### src/rtl/pwm_duty_ramp_if.sv
// Switch/duty bundle between the PWM duty control stage and its neighbours.
interface pwm_duty_ramp_if;
    logic [3:0] sw_raw;
    logic       period_end;
    logic [3:0] duty_code;
    logic [3:0] target;
    logic       duty_update;
    logic       busy;

    modport master (
        output sw_raw, period_end,
        input  duty_code, target, duty_update, busy
    );

    modport slave (
        input  sw_raw, period_end,
        output duty_code, target, duty_update, busy
    );
endinterface

### src/rtl/pwm_duty_ramp.sv
// Duty-code control for the PWM stage: sync + debounce of sw_raw, then duty steps on
// period boundaries. PWM_RAMP_EN defined: slew one step per RAMP_PERIODS; else jump.
module pwm_duty_ramp #(
    parameter int DB_CYCLES    = 1000,
    parameter int RAMP_PERIODS = 4
) (
    input  logic           clk,
    input  logic           rst,
    pwm_duty_ramp_if.slave bus
);
    localparam int DBW = $clog2(DB_CYCLES);
    localparam logic [DBW-1:0] DB_MAX = DBW'(DB_CYCLES - 1);

    if (DB_CYCLES < 2 || RAMP_PERIODS < 1) begin : g_param_check
        $error("pwm_duty_ramp: need DB_CYCLES >= 2 and RAMP_PERIODS >= 1");
    end

    typedef enum logic {IDLE, WAIT} state_t;

    logic [3:0]     sw_m, sw_s, candidate, target_q;
    logic [DBW-1:0] db_cnt;
    logic [3:0]     duty_q, duty_n;
    logic           upd_q, upd_n;
    state_t         state, state_n;

    // Target is loaded on the edge the counter reaches DB_MAX and kept loaded while saturated.
    always_ff @(posedge clk) begin
        if (rst) begin
            sw_m      <= '0;
            sw_s      <= '0;
            candidate <= '0;
            db_cnt    <= '0;
            target_q  <= '0;
        end else begin
            sw_m <= bus.sw_raw;
            sw_s <= sw_m;
            if (sw_s != candidate) begin
                candidate <= sw_s;
                db_cnt    <= '0;
            end else begin
                if (db_cnt != DB_MAX) db_cnt <= db_cnt + 1'b1;
                if (db_cnt >= DB_MAX - 1'b1) target_q <= candidate;
            end
        end
    end

    always_ff @(posedge clk) begin
        if (rst) begin
            state  <= IDLE;
            duty_q <= '0;
            upd_q  <= 1'b0;
        end else begin
            state  <= state_n;
            duty_q <= duty_n;
            upd_q  <= upd_n;
        end
    end

`ifdef PWM_RAMP_EN
    localparam int PW = $clog2(RAMP_PERIODS) + 1;
    localparam logic [PW-1:0] P_LAST = PW'(RAMP_PERIODS - 1);

    logic [PW-1:0] pcnt, pcnt_n;
    logic [3:0]    step_val;

    // Direction comes from the current target, so a reversal takes effect at the next step.
    assign step_val = (target_q > duty_q) ? duty_q + 4'd1 : duty_q - 4'd1;

    always_ff @(posedge clk) begin
        if (rst) pcnt <= '0;
        else     pcnt <= pcnt_n;
    end

    always_comb begin
        state_n = state;
        pcnt_n  = pcnt;
        duty_n  = duty_q;
        upd_n   = 1'b0;
        case (state)
            IDLE: begin
                pcnt_n = '0;
                if (target_q != duty_q) state_n = WAIT;
            end
            WAIT: begin
                if (target_q == duty_q) begin
                    state_n = IDLE;
                    pcnt_n  = '0;
                end else if (bus.period_end) begin
                    if (pcnt == P_LAST) begin
                        duty_n = step_val;
                        upd_n  = 1'b1;
                        pcnt_n = '0;
                        if (step_val == target_q) state_n = IDLE;
                    end else begin
                        pcnt_n = pcnt + 1'b1;
                    end
                end
            end
            default: state_n = IDLE;
        endcase
    end
`else
    always_comb begin
        state_n = state;
        duty_n  = duty_q;
        upd_n   = 1'b0;
        case (state)
            IDLE: if (target_q != duty_q) state_n = WAIT;
            WAIT: begin
                if (target_q == duty_q) begin
                    state_n = IDLE;
                end else if (bus.period_end) begin
                    duty_n  = target_q;
                    upd_n   = 1'b1;
                    state_n = IDLE;
                end
            end
            default: state_n = IDLE;
        endcase
    end
`endif

    assign bus.duty_code   = duty_q;
    assign bus.target      = target_q;
    assign bus.duty_update = upd_q;
    assign bus.busy        = (target_q != duty_q);
endmodule

### src/flat_wrapper.sv
// flat-port wrapper written by rule: the top's interface ports become plain ports
module pwm_duty_ramp_flat 
#(
    parameter int DB_CYCLES    = 1000,
    parameter int RAMP_PERIODS = 4
)
  (clk, rst, bus_sw_raw, bus_period_end, bus_duty_code, bus_target, bus_duty_update, bus_busy);
  pwm_duty_ramp_if bus_i ();
  input  logic clk;
  input  logic rst;
  input wire logic [$bits(bus_i.sw_raw)-1:0] bus_sw_raw;
  input wire logic [$bits(bus_i.period_end)-1:0] bus_period_end;
  output wire logic [$bits(bus_i.duty_code)-1:0] bus_duty_code;
  output wire logic [$bits(bus_i.target)-1:0] bus_target;
  output wire logic [$bits(bus_i.duty_update)-1:0] bus_duty_update;
  output wire logic [$bits(bus_i.busy)-1:0] bus_busy;
  assign bus_i.sw_raw = bus_sw_raw;
  assign bus_i.period_end = bus_period_end;
  assign bus_duty_code = bus_i.duty_code;
  assign bus_target = bus_i.target;
  assign bus_duty_update = bus_i.duty_update;
  assign bus_busy = bus_i.busy;
  pwm_duty_ramp #(.DB_CYCLES(DB_CYCLES), .RAMP_PERIODS(RAMP_PERIODS)) u_core (.clk(clk), .rst(rst), .bus(bus_i));
endmodule
### config.mk
export PLATFORM = sky130hd
export DESIGN_NAME = pwm_duty_ramp_flat
export DESIGN_NICKNAME = d
export VERILOG_FILES = /design/src/rtl/pwm_duty_ramp_if.sv /design/src/rtl/pwm_duty_ramp.sv /design/src/flat_wrapper.sv
export SDC_FILE = /design/constraint.sdc
export NUM_CORES = 1
export LEC_CHECK = 0
export ABC_AREA = 1
export ABC_CLOCK_PERIOD_IN_PS = 1150
export CORE_MARGIN = 4
export CORE_UTILIZATION = 31
export DETAILED_ROUTE_END_ITERATION = 6
export SLEW_MARGIN = 20
export SYNTH_ARGS = -nofsm -noshare
export SYNTH_HDL_FRONTEND = slang
export SYNTH_SLANG_ARGS = --single-unit
### constraint.sdc
create_clock -name clk -period 1.15 [get_ports clk]
set_input_delay 0.115 -clock clk [delete_from_list [all_inputs] [get_ports clk]]
set_output_delay 0.115 -clock clk [all_outputs]
set_load 0.1 [all_outputs]
== Word-level counts from Yosys, hierarchy flattened ==
Cells that the tools add are included.
Cells by class
  add/subtract/negate cells: 1
  order comparisons: 1
  eq/ne operators: 4
  muxes and demuxes: 5
  bitwise operators: 3
  reductions and logical operators: 4
Operator list (count)
  $add A10 B1 Y10 const B: 1
  $ge A10 B10 Y1 const B: 1
  $ne A10 B10 Y1 const B: 1
  $ne A4 B4 Y1: 2
  $eq A4 B4 Y1: 1
  $mux W1: 4
  $not A1 Y1: 3
  $reduce_and A3 Y1: 1
  $reduce_or A3 Y1: 1
  $pmux W1 S2: 1
  $reduce_and A2 Y1: 1
  $reduce_or A2 Y1: 1
Storage, ports and cells
  bits in registers: 32
  word-level logic and storage cells: 26

== Logic depth before layout (Yosys ltp) ==
  word-level depth: 3
  gate-level depth with buffers: 9
  gate-level depth less buffers: 9

== Worst setup path before layout ==
OpenSTA, ideal clock, no wires.
  path kind: register to register
  start point: reg u_core.target_q[1], in the netlist u_core.bus.target[1]
  end point: reg u_core.duty_q[0], in the netlist u_core.bus.duty_code[0]
  setup time: 0.119 ns
  data arrival time: 2.050 ns
  data required time: 1.031 ns
  slack: -1.019 ns
  cell stages (with the launch flop): 8
  buffers on the path: 0
  period minus slack after synthesis: 2.169 ns
  cells stage by stage: dfxtp_1 -> inv_1 -> nand2_1 -> nand2_1 -> nor2_1 -> nand2_2 -> a21oi_1 -> nor2_1
Between the ends
  word-level cells in the longest chain between the ends: 3
RTL lines
  from (decl): line pwm_duty_ramp.sv:20  | logic [3:0] sw_m, sw_s, candidate, target_q;
  from (signal assigned): line pwm_duty_ramp.sv:42  | if (db_cnt >= DB_MAX - 1'b1) target_q <= candidate;
  $eq A4 B4 Y1: line pwm_duty_ramp.sv:110  | if (target_q == duty_q) begin
  $not A1 Y1 (no line)
  $reduce_and A3 Y1 (no line)
  to (signal assigned): line pwm_duty_ramp.sv:54  | duty_q <= duty_n;
  to (decl): line pwm_duty_ramp.sv:22  | logic [3:0] duty_q, duty_n;
No other way between the ends.
A chain may end at the register's enable or synchronous reset.

== Worst setup path after layout ==
  start point: reg u_core.target_q[0], in the netlist u_core.bus.target[0]
  end point: out bus_busy
Between the ends
  word-level cells in the longest chain between the ends: 1
RTL lines
  $ne A4 B4 Y1: line pwm_duty_ramp.sv:126  | assign bus.busy = (target_q != duty_q);
  to (decl): line flat_wrapper.sv:16  | output wire logic [$bits(bus_i.busy)-1:0] bus_busy;
No other way between the ends.

==> metrics.md <==
| Metric | Value |
|---|---|
| Status | complete, but fails checks |
| Violated checks | negative setup slack |
| Fin worst setup slack | -0.1560 ns |
| Slew HR | 82.72% |
| Die width | 76.40 um |
| CP Launch Type | flop |
| Gpl congestion | 0.7339 |
| Slew Viols, Final | 0 |
| Xor/xnor share of the synthesized area | 3.624% |
| Residual DRC count | 0 |
| Mapped Cells | 195 |
| Clock net sink count | 32 |
| Worst path max stage delay | 0.37 ns |
| Clock slew at reported path FFs | 0.07 ns |
| Fmax | 765.7 MHz |
| FF+latch count, synth | 32 |
| Util after Layout | 54.84% |
| Arrival time worst endpoint | 1.19 ns |
| First-pass GRT wire length | 5147 um |
| Initial antenna violation count | 0 |
| Cell area after synthesis | 1450 um^2 |
| Worst Hold Class | input port to flop |
| Mux contribution to synthesized area | 0% |
| Hpwl dp | 1902 um |
| Distinct cells, synth | 22 |
| Largest net degree at the start of global routing | 13 |
| Die area | 5836 um^2 |
| Skew-Pair Late Insertion Delay | 0.28 ns |
| Share of cells above drive strength 1 | 53.01% |
| Post-DP Area | 1968 um^2 |
| YS warnings | 0 |
| Setup tns final | -0.9080 ns |
| Vias in the first global route | 1151 |
| Initial Util | 32.63% |
| Cell Chain, Critical Path | inv_2 > nand2_1 > nand2_2 > nor2_4 > nand2_8 > buf_12 |
| CORE AREA | 4444 um^2 |
| CTS root buffer | clkbuf_8 |
| Rows | 24 |
| Total gr overflow | 0 |
| Synth-to-layout area growth | 68.08% |
| DR vias | 1331 |
| Diode count | 0 |
| CTS tree | yes |
| Finished Cell Area | 2437 um^2 |
| Fin crit share | 113.6% |
| Fraction of the mapped netlist area in simple logic gates | 34.17% |
| Crit path required time | 1.03 ns |
| Nets | 257 |
| Sequential element share of the synthesized area | 44.18% |
| Tmin final | 1.306 ns |
| Crit. End Element | output port |
| PortBufs | 16 |
| Setup Viol. Count Final | 15 |
| Max Cap Viol | 0 |
| Avg Cell Area, Syn | 7.437 um^2 |
| Final wirelength | 3221 um |
| Syn Nets | 204 |
| DRT Pass-1 Iters | 4 |
| Slowest-stage cell, CP | dfxtp_4 |
| Vias per cell | 4.422 |
| Crit path kind | flop to output port |
| Adder-Cell Fraction of Synth Area | 1.726% |
| Fillers | 389 |
| IO Pins | 17 |
| Antenna Nets Post-Route | 0 |
| Num CTS Buffers | 5 |
| Gr usage total | 10.77% |
| H-tree depth | 2 |
| Worst-Margin Slew | 0.2586 ns |
| Skew final | 0.002653 ns |
| CTS Hold Bufs | 0 |
| Final hold violations | 0 |
| Peak VDD IR | 0.0005764 V |
| Leakage | 0.9311 nW |
| RSZ-0062 raised after global routing | yes |
| Die height | 76.40 um |
| Crit-path max FO | 4 |
| Initial DRC count | 44 |
| Combinational family with the most area after synthesis | simple AND/OR/NAND/NOR gates |
| Clock buffer depth | 2 |
| DP Worst Slack | -0.09100 ns |
| Compound-Gate Fraction of Synth Area | 6.730% |
| Power density over the cells | 1025 nW/um^2 |
| Drt wl/cell | 10.70 um |
[cell usage after synthesis]
| master | n | area (um^2) |
|---|---|---|
| nand2_1 | 38 | 142.6 |
| clkbuf_1 | 1 | 3.750 |
| nor2_2 | 3 | 18.77 |
| a21oi_1 | 9 | 45.04 |
| inv_1 | 32 | 120.1 |
| nor2_1 | 32 | 120.1 |
| xor2_1 | 2 | 17.52 |
| ha_1 | 2 | 25.02 |
| a21oi_2 | 6 | 52.55 |
| nand4_1 | 3 | 18.77 |
| or2_1 | 1 | 6.260 |
| dfxtp_1 | 32 | 640.6 |
| nand2_2 | 2 | 12.51 |
| nor2_4 | 2 | 22.52 |
| and3_1 | 1 | 6.260 |
| nand3_2 | 3 | 30.03 |
| nand3_1 | 13 | 65.06 |
| inv_2 | 2 | 7.510 |
| nand2_4 | 2 | 22.52 |
| clkinv_1 | 2 | 7.510 |
| xnor2_1 | 4 | 35.03 |
| nor3_2 | 3 | 30.03 |
[sequential cells by signal (all words and copies together) (netlist names)]
| register | flops |
|---|---|
| u_core.candidate | 4 |
| u_core.bus.duty_code | 4 |
| u_core.sw_s | 4 |
| u_core.bus.target | 4 |
| u_core.state | 1 |
| u_core.db_cnt | 10 |
| u_core.bus.duty_update | 1 |
| u_core.sw_m | 4 |
[worst max-delay path: cells and delay by family (launching register included)]
family / cells / cell delay [ns]
and+or+nand+nor: 4 / 0.35
buffers and inverters: 2 / 0.20
DFF: 1 / 0.37
[worst paths after layout]
check	endpoint	cells past startpoint	start	slack, ns
hold / removal	u_core.sw_m[3]	3	bus_sw_raw[3]	0.34
hold reg to reg	u_core.sw_s[2]	2	u_core.sw_m[2]	0.40
setup reg to reg	u_core.bus.target[2]	8	u_core.candidate[0]	-0.15
setup / recovery	bus_busy	6	u_core.bus.target[0]	-0.16
[what timing repair did]
| item | 4_1_cts | 5_1_grt |
|---|---|---|
| endpoints found under the setup margin | 15 | 21 |
| setup buffers | 14 | 3 |
| hold endpoints to repair | 0 | 0 |
| cloned | 1 | 0 |
| pin swaps | 21 | 20 |
| resized for setup | 29 | 23 |
[metal layers]
| layer | vias to the layer above | track usage (%) | share of wire (%) |
|---|---|---|---|
| met5 | - | 0 | 0 |
| met4 | 0 | 6.159 | 2.0 |
| met3 | 7 | 3.546 | 4.3 |
| met2 | 36 | 16.17 | 50 |
| met1 | 587 | 13.46 | 44 |
| li1 | 701 | - | - |
[cells in the final DEF (no fill, tap or decap), drive strengths merged]
cell type,synthesis,routed
and3,1,1
a21oi,15,15
xnor2,4,4
clkinvlp,0,1
nand2,42,43
ha,2,2
nand4,3,3
nor3,3,3
nor2,37,37
clkdlybuf4s50,0,6
clkbuf,1,5
clkinv,2,2
or2,1,1
buf,0,40
xor2,2,2
bufinv,0,1
dfxtp,32,32
inv,34,35
nand3,16,16
[where the power goes]
group | internal [W] | switching, W | leakage (nW) | total (W)
combinational | 0.000164 | 0.000135 | 0.602 | 0.000300
sequential | 0.00111 | 0.0000241 | 0.271 | 0.00114
clock | 0.000642 | 0.000420 | 0.0585 | 0.00106
total | 0.00192 | 0.000579 | 0.931 | 0.00250
[logic make-up after synthesis]
family	Yosys count
and+or+nand+nor	103
buffers and inverters	37
AOI/OAI and AO/OA	15
DFF	32
adders and majority gates	2
xor gates and xnor gates	6
[metrics by stage]
stage,total power (W),hold WS (ns),cells
finish,0.002499,0.3390,301
floorplan,0.001245,0.1863,195
global placement,0.001302,0.3889,275
CTS,0.002434,0.3316,298
detailed placement,0.001303,0.3945,275
global route,0.002601,0.3297,301
[area by class of cell]
type | count | area, um^2 | area share [%]
flip-flops and latches | 32 | 686.9 | 28.18
clock buffers | 5 | 68.82 | 2.823
inverters | 36 | 141.4 | 5.801
clock inverters | 3 | 41.29 | 1.694
repair buffers | 46 | 534.3 | 21.92
multi-input cells | 127 | 899.6 | 36.91
well taps | 52 | 65.06 | 2.669
Note: power is estimated with default switching activity, not from simulation.
==> patch: new RTL, config.mk and constraints unchanged <==
Build with the macro `PWM_RAMP_EN` defined.
--- a/src/rtl/pwm_duty_ramp.sv
+++ b/src/rtl/pwm_duty_ramp.sv
@@ -1,5 +1,7 @@
 // Duty-code control for the PWM stage: sync + debounce of sw_raw, then duty steps on
 // period boundaries. PWM_RAMP_EN defined: slew one step per RAMP_PERIODS; else jump.
+`define PWM_RAMP_EN
+
 module pwm_duty_ramp #(
     parameter int DB_CYCLES    = 1000,
     parameter int RAMP_PERIODS = 4
Function: no difference found for any inputs over 10 cycles, from zero or initial values and one cycle with rst high; that may be too few to reach the edited logic, so the function may still have changed.
==> patch against the unedited design <==
The flow still finishes with violations (setup timing). Sequential cell count increased by 3. Worst setup slack got worse by 0.79 ns. Area after synthesis rose by 9.1%. Wire length increased by 4.3%. Register-to-register slack worse by 0.79 ns. Clock skew is 0.0040 ns higher. Critical path depth up 11. Cell area up 9.1%.
Power is not compared: it rests on default switching activity, and its combinational part moved more than twofold at a synthesized area within 25%.
==> patch: results (changes against the unedited design) <==
Finish
  – Clkbuf count: 6 (+1)
  – Nets: 291 (+13%)
  – Non-Clock Buffer Count: 62 (+35%)
  – Inverter count: 34 (-5.6%)
  – Data buffer area share: 23.1% (+1.1 points)
  – Clock buf/inv share: 3.67% (-0.85 points)
  – Fillers: 447 (+15%)
  – Multi-In Gates: 136 (+7.1%)
  – Fraction of layout cells with a size suffix above 1: 47.3% (-5.7 points)
  – Area growth syn-to-layout: 68.1% (about the same)
  – Register area: 749 sq um (+9.1%)
  – Finished Layout Cells: 342 (+14%)

Global routing
  – Vias in the first global route: 1426 (+24%)
  – Total track usage: 11.9% (+1.1 points)
  – Grt met2 use: 20.7% (+4.5 points)
  – First-pass GRT wire length: 5970 um (+16%)
  – Met3 Use GR: 2.71% (-0.84 points)
  – M1 GR Usage: 14.3% (+0.81 points)

Synthesis
  – Synth Area in Adders: 8.39% (+6.7 points)
  – Synth unique cells: 25 (+14%)
  – Mux cell area share after synthesis: 1.27% (+1.3 points)
  – Xor/xnor share of the synthesized area: 3.88% (+0.25 points)
  – Post-Syn Nets: 223 (+9.3%)
  – Seq/Total Area, Yosys: 44.3% (+0.13 points)
  – Syn_area_per_cell: 7.68 sq um (+3.2%)
  – Synth cell count leaders: 39 x nor2_1, 35 x dfxtp_1, 34 x inv_1
  – Dominant cells by area after synthesis: dfxtp_1 44%, nor2_1 9.3%, inv_1 8.1%, ha_1 7.1%, nand2_1 7.1%
  – Compound-gate portion of the synthesized area: 8.23% (+1.5 points)

Worst setup path
  – CP Data Arrival Time: 2.32 ns (+1.13 ns)
  – Slowest Stage Delay on Critical Path: roughly 0.36 ns
  – Crit-path leading delay family: simple AND/OR/NAND/NOR gates

Clock network
  – CTS Sinks: 35 (+9.4%)

STA
  – # setup viols final: 23 (+8)
  – Clock Skew: 0.00665 ns (+0.00399 ns)
  – Rel. slew slack: 73.0% (-9.7 points)
  – Setup ws final: -0.944 ns (-0.788 ns)
  – Final TNS setup: -5.33 ns (-4.42 ns)

Routing
  – Met3 routed WL: 113 um (-18%)
  – WL met2: 1630 um (+2.0%)
  – Drt initial violations: 31 (-30%)
  – Vias: 1458 (+9.5%)
  – M1 wire length: 1570 um (+11%)
  – Max layer used: met4

Run status
  – Status: complete, but fails checks
  – Failing checks: setup timing

Placement
  – RePlAce Congestion: 0.782 (+6.5%)
  – I/O Buffers: 16 (unchanged)
  – Placement Cell Area: 2330 sq um (+18%)
  – DP HPWL: 2520 um (+32%)
  – Pre-CTS WS: -0.969 ns (-0.878 ns)
  – Placed cell count: 324 (+18%)
==> patch: repair_timing <==
item,in CTS,in global routing
endpoints found under the setup margin,22,24
buffers inserted,12,3
endpoints found under the hold margin,0,0
gates resized for setup,34,15
gates cloned,0,0
pin swaps,15,8
==> patch: worst paths after layout <==
kind / endpoint / startpoint / cells after the start / slack, ns
max: u_core.state$_SDFF_PP0_ / u_core.bus.duty_code[3]$_SDFFE_PP0P_ / 17 / -0.94
min: u_core.sw_m[2]$_SDFF_PP0_ / bus_sw_raw[2] / 3 / 0.34
max reg2reg: u_core.state$_SDFF_PP0_ / u_core.bus.duty_code[3]$_SDFFE_PP0P_ / 17 / -0.94
min reg2reg: u_core.sw_s[3]$_SDFF_PP0_ / u_core.sw_m[3]$_SDFF_PP0_ / 2 / 0.40
==> patch: power by group <==
part	internal [W]	leakage [nW]	switching (W)	total, W
clock network	0.000490	0.0517	0.000460	0.000951
registers	0.00122	0.296	0.0000230	0.00124
logic	0.0000681	0.781	0.0000601	0.000128
